$ cat config.mk
export PLATFORM = sky130hd
export DESIGN_NAME = hazard_ctrl
export DESIGN_NICKNAME = d
export VERILOG_FILES = /design/src/rtl/pipeline_pkg.sv /design/src/rtl/sat_counter.sv /design/src/rtl/hazard_ctrl.sv
export SDC_FILE = /design/constraint.sdc
export NUM_CORES = 1
export LEC_CHECK = 0
export BUFFER_PORTS_ARGS = -buffer_cell sky130_fd_sc_hd__buf_2
export CORE_ASPECT_RATIO = 0.6
export CORE_MARGIN = 2
export CORE_UTILIZATION = 48
export CTS_BUF_LIST = sky130_fd_sc_hd__clkbuf_8
export DETAILED_ROUTE_END_ITERATION = 8
export PLACE_DENSITY_LB_ADDON = 0.05
export SYNTH_ARGS = -nofsm -noshare
export SYNTH_HDL_FRONTEND = slang
export SYNTH_HIERARCHICAL = 1
export SYNTH_SLANG_ARGS = --single-unit
$ cat constraint.sdc
create_clock -name clk -period 4.2 [get_ports clk]
set_clock_uncertainty 0.05 [all_clocks]
set_input_delay 0 -clock clk [delete_from_list [all_inputs] [get_ports clk]]
set_output_delay 0 -clock clk [all_outputs]
set_load 0.005 [all_outputs]
$ cat src/rtl/pipeline_pkg.sv
// Shared pipeline definitions: register address width and
// the hazard controller state encoding.
package pipeline_pkg;

    localparam int REG_ADDR_W = 5;

    typedef enum logic {
        HZ_RUN,
        HZ_MC_WAIT
    } hz_state_e;

endpackage

$ cat src/rtl/sat_counter.sv
// Saturating up-counter with synchronous clear.
module sat_counter #(
    parameter int W = 32
) (
    input  logic         clk,
    input  logic         clr,
    input  logic         inc,
    output logic [W-1:0] count
);

    always_ff @(posedge clk) begin
        if (clr) begin
            count <= '0;
        end else if (inc && (count != '1)) begin
            count <= count + 1'b1;
        end
    end

endmodule

$ cat src/rtl/hazard_ctrl.sv
// Hazard and stall controller: load-use stalls, taken-branch
// squashes and multi-cycle EX waits with a timeout.
module hazard_ctrl
    import pipeline_pkg::*;
#(
    parameter int CNT_W      = 32,
    parameter int MC_TIMEOUT = 64
) (
    input  logic                  clk,
    input  logic                  rst,
    input  logic [REG_ADDR_W-1:0] rs1_id,
    input  logic [REG_ADDR_W-1:0] rs2_id,
    input  logic                  rs1_used_id,
    input  logic                  rs2_used_id,
    input  logic [REG_ADDR_W-1:0] rd_exe,
    input  logic                  memread_exe,
    input  logic                  mc_op_exe,
    input  logic                  branch_taken_exe,
    input  logic                  mc_done,
    output logic                  stall_if,
    output logic                  stall_id,
    output logic                  flush_id,
    output logic                  stall_exe,
    output logic                  bubble_exe,
    output logic                  bubble_mem,
    output logic                  mc_start,
    output logic                  mc_err,
    output logic [CNT_W-1:0]      stall_cnt,
    output logic [CNT_W-1:0]      flush_cnt
);

    localparam int WW = (MC_TIMEOUT > 2) ? $clog2(MC_TIMEOUT) : 1;
    // Last wait count before giving up; the start cycle is the
    // first stall, so MC_TIMEOUT-1 wait cycles follow it.
    localparam logic [WW-1:0] LIM = WW'(MC_TIMEOUT - 2);

    hz_state_e     state;
    hz_state_e     state_nxt;
    logic [WW-1:0] wcnt;
    logic [WW-1:0] wcnt_nxt;
    logic          err_set;
    logic          lu_haz;
    logic          rs1_hit;
    logic          rs2_hit;

    assign rs1_hit = rs1_used_id && (rs1_id == rd_exe);
    assign rs2_hit = rs2_used_id && (rs2_id == rd_exe);
    assign lu_haz  = memread_exe && (rd_exe != '0)
                  && (rs1_hit || rs2_hit);

    always_comb begin
        state_nxt  = state;
        wcnt_nxt   = wcnt;
        err_set    = 1'b0;
        stall_if   = 1'b0;
        stall_id   = 1'b0;
        flush_id   = 1'b0;
        stall_exe  = 1'b0;
        bubble_exe = 1'b0;
        bubble_mem = 1'b0;
        mc_start   = 1'b0;
        unique case (state)
            HZ_RUN: begin
                if (branch_taken_exe) begin
                    flush_id   = 1'b1;
                    bubble_exe = 1'b1;
                end else if (mc_op_exe) begin
                    mc_start   = 1'b1;
                    stall_if   = 1'b1;
                    stall_id   = 1'b1;
                    stall_exe  = 1'b1;
                    bubble_mem = 1'b1;
                    state_nxt  = HZ_MC_WAIT;
                    wcnt_nxt   = '0;
                end else if (lu_haz) begin
                    stall_if   = 1'b1;
                    stall_id   = 1'b1;
                    bubble_exe = 1'b1;
                end
            end
            HZ_MC_WAIT: begin
                if (mc_done) begin
                    state_nxt = HZ_RUN;
                end else begin
                    stall_if   = 1'b1;
                    stall_id   = 1'b1;
                    stall_exe  = 1'b1;
                    bubble_mem = 1'b1;
                    if (wcnt == LIM) begin
                        err_set   = 1'b1;
                        state_nxt = HZ_RUN;
                    end else begin
                        wcnt_nxt = wcnt + 1'b1;
                    end
                end
            end
        endcase
        if (rst) begin
            stall_if   = 1'b0;
            stall_id   = 1'b0;
            flush_id   = 1'b0;
            stall_exe  = 1'b0;
            bubble_exe = 1'b0;
            bubble_mem = 1'b0;
            mc_start   = 1'b0;
        end
    end

    always_ff @(posedge clk) begin
        if (rst) begin
            state  <= HZ_RUN;
            wcnt   <= '0;
            mc_err <= 1'b0;
        end else begin
            state <= state_nxt;
            wcnt  <= wcnt_nxt;
            if (err_set) begin
                mc_err <= 1'b1;
            end
        end
    end

    sat_counter #(
        .W(CNT_W)
    ) u_stall_cnt (
        .clk  (clk),
        .clr  (rst),
        .inc  (stall_if),
        .count(stall_cnt)
    );

    sat_counter #(
        .W(CNT_W)
    ) u_flush_cnt (
        .clk  (clk),
        .clr  (rst),
        .inc  (flush_id),
        .count(flush_cnt)
    );

endmodule

==> key figures <==
Run status
  – Status: finished clean

Power and ir drop
  – Pwr/cell area: 264 nW/µm²
  – Max VDD drop: 0.000169 V
  – Static leakage power: 1.74 nW

Floorplanning
  – Die W: 122 µm
  – Initial core utilization: between 50% and 60%
  – Core area: 7980 µm²
  – Die Area: just over 9000 µm²
  – Die Y: between 70 and 80 µm
  – Row cnt: 25
  – Ports: 95

CTS
  – Worst-Skew Late Latency: about 350 ps
  – Worst-case clock buffer depth: 2
  – Post CTS Setup Buffer Count: 0
  – CTS tree: built
  – CTS root buffer: clkbuf_8
  – H-tree lvl count: 3
  – Clock Sink Count: 72
  – TritonCTS Buffers: 9
  – Clock transition at path regs: 80 ps

Global route
  – Global-route wire length before repair: roughly 17000 µm
  – GRT overflow: 0
  – GRT Resource Usage Total: 23.6%
  – Number of global-route vias before repair: 3356
  – Initial antenna violation count: 0
  – Largest net degree at the start of global routing: between 80 and 90

Timing
  – Tmin final: 3360 ps
  – Pins Over Slew Limit: 0
  – RSZ-0062 raised after global routing: no
  – Worst-margin pin slew: 839 ps
  – Setup ws final: about 840 ps
  – Period utilisation layout: about four fifths
  – Final hold vios: 0
  – Post-route setup TNS: 0 ps
  – Final Setup Violations: 0
  – Final hold slack: 49.0 ps
  – Max-slew headroom: 44.1%
  – FMAX: 297 MHz

Drt
  – WL/cell: 15.7 µm
  – ANT nets after route: 0
  – Vias after detailed routing: 4024
  – Initial drt markers: 300
  – Vias per inst: 6.00
  – Pre-antenna DRT Iters: 5
  – Routed WL: approximately 11000 µm
  – Residual DRC: 0

Worst setup path
  – Critical Path AT: around 3600 ps
  – Crit end category: flip-flop
  – R2R setup slack: 840 ps
  – Crit path capture: u_stall_cnt/count[31]$_SDFFE_PP0P_
  – Crit Path Class: flip-flop to flip-flop
  – Crit Path Max Fanout: 10
  – Required time worst endpoint: ~4400 ps
  – CP Launch Type: flip-flop
  – R2R depth: 9
  – Crit. Startpoint: state$_SDFF_PP0_
  – Capture point of the worst reg-to-reg path: u_stall_cnt/count[31]$_SDFFE_PP0P_
  – R2r startpoint: state$_SDFF_PP0_

Final layout
  – Final net count: 586
  – Register area: 1440 µm²
  – Area Growth Syn to Fin: 18.6%
  – Layout fillers: 724
  – Area occupied by multi-input gates: 2440 µm²
  – Core Util, Final: 59.4%
  – Layout cells sized above 1: about a quarter
  – Finished Cell Area: 4740 µm²
  – Ant. Diodes: 0

Synthesis
  – Seq/Total Area, Yosys: about 36%
  – Yosys top cell by area: dfxtp_1
  – FFs w/ async S/R, synth: 0%
  – Top cells by count, synth: 72 x dfxtp_1, 49 x a21oi_1, 31 x nor2_1
  – Cells after synthesis: 471
  – Avg Inst Size Synth: 8.49 µm²
  – Top FF cell, synth: dfxtp_1
  – Top-area cell type share of the netlist area: between 30% and 40%
  – Yosys warns: 6
  – Top cells by area, synth: dfxtp_1 36%, a21oi_1 6.1%, or4_1 4.9%
  – Yosys cell types: 55
  – Register bit count reported by yosys: between 70 and 80
  – Syn nets: 498
  – EDFF count, synth: 0
  – Synth Cell Area: 4000 µm²
  – Count leader, synth: dfxtp_1

Placed design
  – PortBufs: 94
  – DP HPWL: 7590 µm
  – Area after DPL: 4560 µm²
  – Dpl ws: 911 ps
  – Final GP Congestion: 0.811

Flow run
  – Maxcap violations: 0

Hold path
  – WHS Path Cells: 5
  – Tightest Hold Check Type: primary input to flip-flop
registers in the layout (all words and copies together), names as in the netlist:
signal,flops
state,1
mc_err,1
u_stall_cnt/count,32
wcnt,6
u_flush_cnt/count,32
how the worst min path moves through the flow:
stage                startpoint                   end  slack (ps)
2_1_floorplan  branch_taken_exe              mc_start         -10
3_3_place_gp   branch_taken_exe              mc_start         260
3_5_place_dp   branch_taken_exe              mc_start         260
4_1_cts                 mc_done  wcnt[0]$_SDFFE_PP0P_          30
5_1_grt                 mc_done  wcnt[0]$_SDFFE_PP0P_          60
6_report                mc_done  wcnt[1]$_SDFFE_PP0P_          50
layout make-up:
cell class	instances	area share, %
Clock buffer	11	3.19
Timing Repair Buffer	102	11.2
Tap cell	108	2.85
Inverter	6	0.475
Clock inverter	4	0.449
Multi-Input combinational cell	368	51.4
Sequential cell	72	30.4
repair_timing:
| action | 4_1_cts | 5_1_grt |
|---|---|---|
| hold endpoints to repair | 1 | 0 |
| endpoints found under the setup margin | 0 | 0 |
| gates resized for setup | 0 | 0 |
| hold buffers | 1 | 0 |
cell families after synthesis:
family,count (synthesis),share of synthesized area [%]
fa+ha+maj,4,1.25
compound gates,114,19.1
xor+xnor,24,5.26
flops,72,36.1
simple gates,216,32.4
mux,10,2.63
buf+inv,31,3.32
per-stage QoR:
step                power (mW)  cells
floorplan                0.748    471
global placement         0.777    655
detailed placement       0.778    655
CTS                       1.27    671
global route              1.31    671
finish                    1.25    671
placed cells by master (no fill, tap or decap), drive strengths merged, types with 3 or more instances in the layout:
cell,instances
or3b,3
nor3b,6
or2,3
nand2,25
buf,101
a31o,3
and2,3
and4,8
clkbuf,11
mux2i,6
a2111oi,4
nor2,31
and3,9
nand4,20
a21oi,50
xnor2,14
ha,4
inv,7
nor4,12
nand2b,4
or3,26
nand3,31
mux2,4
o21ai,18
dfxtp,72
o31ai,24
nor3,4
a31oi,3
nor2b,4
or4,26
xor2,10
critical path: stages (launching register included):
cell and delay, ps:
dfxtp_1 400, or2_0 250, a221o_2 370, a21oi_1 140, buf_4 180, nand4_1 370
nor4_2 670, nand4_1 160, nor4_1 290, mux2_2 370
per-layer routing:
layer / global-route usage, % / up-vias / part of all wire, %
met5: 0 / - / 0
met4: 6.64 / 0 / 0.97
met3: 5.76 / 10 / 7.1
met2: 32.2 / 143 / 40
met1: 36.6 / 1873 / 52
li1: - / 1998 / -
where the power goes:
group / switching (mW) / internal [mW] / total, mW
clock network: 0.250 / 0.239 / 0.489
logic: 0.0414 / 0.0319 / 0.0734
registers: 0.00460 / 0.685 / 0.690
total: 0.296 / 0.956 / 1.25
Power figures use the tool's default switching activity.
